### src/rtl/branch_hazard_ctrl.sv
// branch_hazard_ctrl
//   Branch prediction and hazard control for a 5-stage pipeline.
//   IF  : 2-bit saturating-counter BHT lookup -> pred_taken (combinational).
//   EX  : branch resolution, BHT update, PC redirect + IF/ID and ID/EX flush
//         on mispredict.
//   ID  : load-use detection -> stall PC and IF/ID, bubble into ID/EX.
//   Saturating counters of resolved branches and mispredicts.
// Ports
//   clock, reset_n                   clock (rising edge), async active-low reset
//   if_pc / pred_taken               IF lookup and its prediction
//   ex_br_valid, ex_pc, ex_taken,
//   ex_pred_taken, ex_target         resolving branch in EX
//   id_rs1, id_rs2                   sources of the instruction in ID
//   ex_mem_read, ex_rd               load in EX and its destination
//   redirect_valid, redirect_pc      PC correction for IF
//   stall_pc, stall_if_id            hold PC and IF/ID
//   flush_if_id, flush_id_ex         squash IF/ID and ID/EX
//   br_count, mispred_count          perf counters
module branch_hazard_ctrl #(
    parameter int IDX_BITS = 6,
    parameter int CNT_W    = 16
) (
    input  logic             clock,
    input  logic             reset_n,
    input  logic [31:0]      if_pc,
    output logic             pred_taken,
    input  logic             ex_br_valid,
    input  logic [31:0]      ex_pc,
    input  logic             ex_taken,
    input  logic             ex_pred_taken,
    input  logic [31:0]      ex_target,
    input  logic [4:0]       id_rs1,
    input  logic [4:0]       id_rs2,
    input  logic             ex_mem_read,
    input  logic [4:0]       ex_rd,
    output logic             redirect_valid,
    output logic [31:0]      redirect_pc,
    output logic             stall_pc,
    output logic             stall_if_id,
    output logic             flush_if_id,
    output logic             flush_id_ex,
    output logic [CNT_W-1:0] br_count,
    output logic [CNT_W-1:0] mispred_count
);

    localparam int ENTRIES = 1 << IDX_BITS;

    logic [1:0]          bht [ENTRIES];
    logic [IDX_BITS-1:0] if_idx;
    logic [IDX_BITS-1:0] ex_idx;
    logic                mispredict;
    logic                luse;

    assign if_idx = if_pc[IDX_BITS+1:2];
    assign ex_idx = ex_pc[IDX_BITS+1:2];

    assign mispredict = ex_br_valid & (ex_taken != ex_pred_taken);
    assign luse       = ex_mem_read & (ex_rd != 5'd0) &
                        ((ex_rd == id_rs1) | (ex_rd == id_rs2));

    // Read is taken from the registered table, so a same-index update in
    // this cycle is not visible until the next one.
    assign pred_taken = reset_n & bht[if_idx][1];

    always_ff @(posedge clock or negedge reset_n) begin
        if (!reset_n) begin
            for (int i = 0; i < ENTRIES; i++) begin
                bht[i] <= 2'b01;
            end
        end else if (ex_br_valid) begin
            if (ex_taken) begin
                if (bht[ex_idx] != 2'b11) bht[ex_idx] <= bht[ex_idx] + 2'b01;
            end else begin
                if (bht[ex_idx] != 2'b00) bht[ex_idx] <= bht[ex_idx] - 2'b01;
            end
        end
    end

    always_ff @(posedge clock or negedge reset_n) begin
        if (!reset_n) begin
            br_count      <= '0;
            mispred_count <= '0;
        end else begin
            if (ex_br_valid && (br_count != '1)) begin
                br_count <= br_count + CNT_W'(1);
            end
            if (mispredict && (mispred_count != '1)) begin
                mispred_count <= mispred_count + CNT_W'(1);
            end
        end
    end

    // Mispredict wins over load-use: the instruction in ID is flushed anyway,
    // so stalling it would only cost a cycle.
    always_comb begin
        redirect_valid = 1'b0;
        redirect_pc    = 32'h0;
        stall_pc       = 1'b0;
        stall_if_id    = 1'b0;
        flush_if_id    = 1'b0;
        flush_id_ex    = 1'b0;
        if (reset_n) begin
            if (mispredict) begin
                redirect_valid = 1'b1;
                redirect_pc    = ex_taken ? ex_target : (ex_pc + 32'd4);
                flush_if_id    = 1'b1;
                flush_id_ex    = 1'b1;
            end else if (luse) begin
                stall_pc    = 1'b1;
                stall_if_id = 1'b1;
                flush_id_ex = 1'b1;
            end
        end
    end

endmodule
### config.mk
export PLATFORM = sky130hd
export DESIGN_NAME = branch_hazard_ctrl
export DESIGN_NICKNAME = d
export VERILOG_FILES = /design/src/rtl/branch_hazard_ctrl.sv
export SDC_FILE = /design/constraint.sdc
export NUM_CORES = 1
export LEC_CHECK = 0
export CORE_ASPECT_RATIO = 0.7
export CORE_UTILIZATION = 53
export DETAILED_ROUTE_END_ITERATION = 12
export PLACE_DENSITY = 0.78
export SYNTH_ARGS = -nofsm -noshare
export SYNTH_HDL_FRONTEND = slang
export SYNTH_SLANG_ARGS = --single-unit
export TNS_END_PERCENT = 10
### constraint.sdc
create_clock -name clock -period 3.96 [get_ports clock]
set_input_delay 0.594 -clock clock [delete_from_list [all_inputs] [get_ports clock]]
set_output_delay 0.594 -clock clock [all_outputs]
set_load 0.02 [all_outputs]
### After elaboration in Yosys (flattened, before gate mapping)

Cells that the tools add are included.

| operators by class | value |
|---|---|
| $add $sub $neg | 5 |
| order comparisons | 3 |
| equality and inequality tests | 7 |
| mux-type cells | 23 |
| bitwise logic cells | 7 |
| reductions and logical operators | 7 |

Operators by type and width:

| operator | count |
|---|---|
| $mux W128 | 3 |
| $bwmux W128 | 2 |
| $mux W32 | 3 |
| $add A16 B1 Y16 const B | 2 |
| $add A32 B3 Y32 const B | 1 |
| $ne A16 B16 Y1 const B | 2 |
| $bmux W2 S6 | 2 |
| $ge A7 B7 Y1 const B | 2 |
| $not A6 Y7 | 2 |
| $demux W2 S6 | 1 |
| $eq A5 B5 Y1 | 2 |
| $mux W2 | 5 |
| $lt A7 B1 Y1 const B | 1 |
| $mux W1 | 7 |
| $reduce_bool A5 Y1 | 1 |
| $and A1 B1 Y1 | 4 |
| $reduce_bool A2 Y1 | 2 |
| $logic_and A1 B1 Y1 | 3 |
| $reduce_and A3 Y1 | 1 |
| $add A2 B1 Y2 const B | 1 |
| $ne A2 B1 Y1 const B | 1 |
| $ne A2 B2 Y1 const B | 1 |
| $sub A2 B1 Y2 const B | 1 |
| $ne A1 B1 Y1 | 1 |
| $or A1 B1 Y1 | 1 |

| word-level totals | value |
|---|---|
| bits in registers | 160 |
| input bits | 117 |
| output and inout port bits | 70 |
| word-level logic and storage cells | 118 |

### Logic depth before layout (Yosys ltp)

| depth | value |
|---|---|
| depth after elaboration | 8 |
| mapped depth | 14 |

### Worst setup path after synthesis

Ideal clock, no wire load.

| timing path | value |
|---|---|
| kind | input-to-reg |
| from | in ex_pc[4] |
| to | reg bht[107] (netlist bit) |
| arrival time | 3.684 ns |
| required time | 3.835 ns |
| setup slack | 0.152 ns |
| cell stages on the path | 13 |
| cell sequence | buf_6 and2_0 buf_2 a32o_1 a211oi_1 o221a_1 nand4_1 ha_1 mux2i_1 nor3b_1 nand2_1 nor2_1 mux2_2 |

| between the ends | value |
|---|---|
| longest elaborated chain between the ends | 8 |
| elaborated cells on any way between the ends | 21 |
| those cells by class | add/sub (2); order compare (2); eq/ne (2); mux (10); bitwise (1); reduce/logical (4) |

RTL lines:

| item | line | RTL |
|---|---|---|
| start, declared | 28 | `input logic [31:0] ex_pc,` |
| $not A6 Y7 (implied by the code) * | 72, 74 |  |
| $bmux W2 S6 (tied with other cells) | 72, 74 |  |
| $mux W2 (implied by the code) or $logic_and A1 B1 Y1 (tied branches) | 72, 74 |  |
| $mux W2 (implied by the code) | 72, 74 |  |
| $sub A2 B1 Y2 (tied with other cells) | 74 | `if (bht[ex_idx] != 2'b00) bht[ex_idx] <= bht[ex_idx] - 2'b01;` |
| $bwmux W128, on equally long branches | 74, 72 |  |
| $mux W128, on equally long branches | 74, 72 |  |
| $mux W128 | 71 | `if (ex_taken) begin` |
| end signal, assigned by index | 68 | `bht[i] <= 2'b01;` |
| end, declared | 48 | `logic [1:0] bht [ENTRIES];` |

Every way passes the cells marked *; elsewhere a longest branch is shown, timed or not. The select of a mux whose other input is x is not followed.
A chain may end at the register's enable or synchronous reset.

### Worst setup path in the final report

| timing path | value |
|---|---|
| from | in ex_pc[2] |
| to | reg bht[93] (netlist bit) |

Same word-level chain as after synthesis.

==> results by group <==
Run
  • Max Cap Viol: 0

Route
  • Post-route ant nets: 0
  • Via count: 8,116
  • Vias per cell: 6.03
  • Drt total wl: 28.7 mm
  • DRC Markers: 0
  • Post-DR wirelength/cell: 21.3 um
  • Initial drt markers: 792
  • Drt first pass iters: 5

CTS
  • Clock sinks: 160
  • Post-CTS Hold Buffers: 0
  • CTS Buf Count: 17
  • Worst-skew pair later-pin latency: 430 ps
  • Root buffer cell: clkbuf_16
  • Max clock buf depth: 2
  • Clock slew seen by the registers of the worst setup and hold paths: 60 ps
  • CTS tree: built
  • H-tree depth: 4

Setup path
  • Critical-path cell list: clkdlybuf4s50_1 > buf_12 > buf_4 > nor2_1 > buf_4 > a22o_1 > a222oi_1 > o22a_1 > nand4_1 > ha_1 > mux2i_2 > nor3b_4 > buf_4 > nand2_1 > buf_4 > nor2_1 > mux2_2
  • R2r endpoint: bht[93]
  • Crit Path Class: in2reg
  • Largest fanout on the critical path: 11
  • Startpoint Class: input pin
  • CP top delay family: buffers and inverters
  • Data arrival, critical path: 4230 ps
  • Worst Path Buf+Inv: 6
  • CP required: 4280 ps
  • Crit end category: register
  • CP dominant cell by count: buf_4
  • R2R cell count: 14
  • Slowest CP cell: clkdlybuf4s50_1
  • Slowest cell delay on critical path: 500 ps
  • Reg2reg setup slack: 600 ps

Synth
  • Synthesis Warnings: 0
  • Top-area cell type share of the netlist area: 25.1%
  • Post-synth ARST share: 100%
  • Flops & latches, synth: 160
  • Top-count cell post-synth: mux2_2
  • Post-synthesis compound-gate area fraction: 7.54%
  • Xor/xnor cell area share of the yosys netlist: 6.03%
  • Post-synth top area cell: dfrtp_1
  • Adder-cell share of the synthesized area: 0.652%
  • Syn nets: 985
  • Simple-gate share of the synthesized area: 14.1%
  • Synth Area per Inst: 11.1 um2
  • Main combinational cell family by area after synthesis: multiplexers
  • Count of cell types in the netlist: 66
  • Post-synth design cell area: 9590 um2
  • Top_reg_cell synth: dfrtp_1
  • Register area share after synthesis: 42.6%
  • Mux cell area share after synthesis: 25.9%
  • Syn Inst Count: 863
  • Ranking of synthesized cells by area: dfrtp_1, dfstp_2, mux2_2
  • Number of flops mapped to enable cells by yosys: 0
  • Synth cell count leaders: mux2_2, dfrtp_1, nor2_1

STA
  • RSZ-0062 raised after global routing: yes
  • Fin crit share: 98.8%
  • Final setup viols: 0
  • Skew final: 8.94 ps
  • Worst Tran Pin Value: 967 ps
  • Max frequency: 256 MHz
  • Final Hold Viols: 0
  • Max-slew violation count: 0
  • Post-layout minimum cycle time: 3910 ps
  • Max-Slew Margin vs Limit: 34.7%

Floorplan
  • Starting Density: 55.1%
  • Die height: 115 um
  • Die width: 163 um
  • # IOs: 187
  • Core area: 17,400 um2
  • Die area: 18,600 um2
  • # rows: 40

Placement
  • Post-placement cell area: 12,100 um2
  • GPL Wtd Cong: 0.901
  • Dpl hpwl: 21.0 mm
  • IO buf count: 160

Min path
  • Hold crit path type: in2async

Global routing
  • Remaining global-route overflow: 0
  • Global-route wire length before repair: 44.3 mm
  • Largest net degree at the start of global routing: 71
  • Vias in the first global route: 8,030
  • Initial antenna violation count: 0
  • Global Route Usage Sum: 31.6%

Cells and area
  • Syn-to-layout area delta: 34.3%
  • Antenna diode count: 0
  • Fin nets: 1,225
  • Share of cells above drive strength 1: 36.2%
  • Finished Cell Area: 12,900 um2

Pwr
  • Total power: 5340 uW
  • Leak pwr: 0.00542 uW
  • Pwr dens: 415 nW/um2
  • Peak supply drop: 0.000309 V

Status
  • Status: complete, no violations
[cell families after synthesis]
group,Yosys count
adder cells (fa/ha/maj),5
XOR/XNOR,66
AO/OA/AOI/OAI,99
buffers and inverters,61
AND/OR/NAND/NOR,279
multiplexers,193
flip-flops,160
[power breakdown]
group	switching, uW	internal (uW)	leakage [uW]	total, uW
clock	670	995	0.000285	1660
combinational	657	752	0.00318	1410
sequential	245	2020	0.00196	2270
total	1570	3770	0.00542	5340
[metrics by stage]
stage	util, %	hold slack (ps)	setup WS (ps)	instances	setup TNS, ps
after detailed placement	69.7	491	-430	1313	-29760
after CTS	73.2	99.6	40.9	1345	0
final	74.0	96.9	47.6	1347	0
after global routing	74.0	119	-40.4	1347	-298
after global placement	69.7	490	-340	1313	-21210
after floorplan	-	298	152	863	0
[repair_timing]
item / 4_1_cts / 5_1_grt
resized for setup: 11 / 36
buffers inserted: 0 / 2
pin swaps: 1 / 3
hold endpoints to repair: 0 / 0
setup endpoints to repair: 11 / 83
[how the worst max path moves through the flow]
| stage | from | to | cells past startpoint |
|---|---|---|---|
| 5_1_grt | ex_pc[2] | bht[45] | 17 |
| 3_5_place_dp | ex_pc[2] | bht[75] | 15 |
| 6_report | ex_pc[2] | bht[93] | 17 |
| 3_3_place_gp | ex_pc[2] | bht[13] | 15 |
| 2_1_floorplan | ex_pc[4] | bht[107] | 13 |
| 4_1_cts | ex_pc[2] | redirect_pc[28] | 10 |
[worst reg2reg max path, delay by kind of cell, from the launching register on]
kind                       cells  cell delay (ps)
DFF                            1              370
AOI/OAI and AO/OA              3              710
and+or+nand+nor                4              600
adders and majority gates      1              200
buffers and inverters          3              520
muxes                          3              840
[cell type report]
class / count / area (um2)
well taps: 231 / 289
multi-input cells: 642 / 5320
flip-flops and latches: 160 / 4080
inverters: 11 / 43.8
clock buffers: 20 / 437
fillers: 1199 / 4540
clock inverters: 12 / 159
repair buffers: 271 / 2550
[metal layers]
layer / global-route usage [%] / vias up / share of wire [%]
li1: - / 3666 / -
met1: 42.9 / 4053 / 43
met2: 49.2 / 352 / 46
met3: 8.62 / 45 / 8.5
met4: 10.3 / 0 / 2.0
met5: 0 / - / 0
[cells in the final DEF (no fill, tap or decap), drive strengths merged, types with 9 or more instances in the layout]
cell type,n
nand4,18
clkdlybuf4s50,144
nor3,12
a21oi,15
nand3,33
xor2,14
buf,113
inv,13
nor2,93
a211oi,12
mux2i,28
mux4,28
dfrtp,96
o21ai,17
dfstp,64
xnor2,52
nand2,60
mux2,137
or3,9
nor4,13
clkbuf,20
No activity file was read; power rests on OpenSTA's default activity.
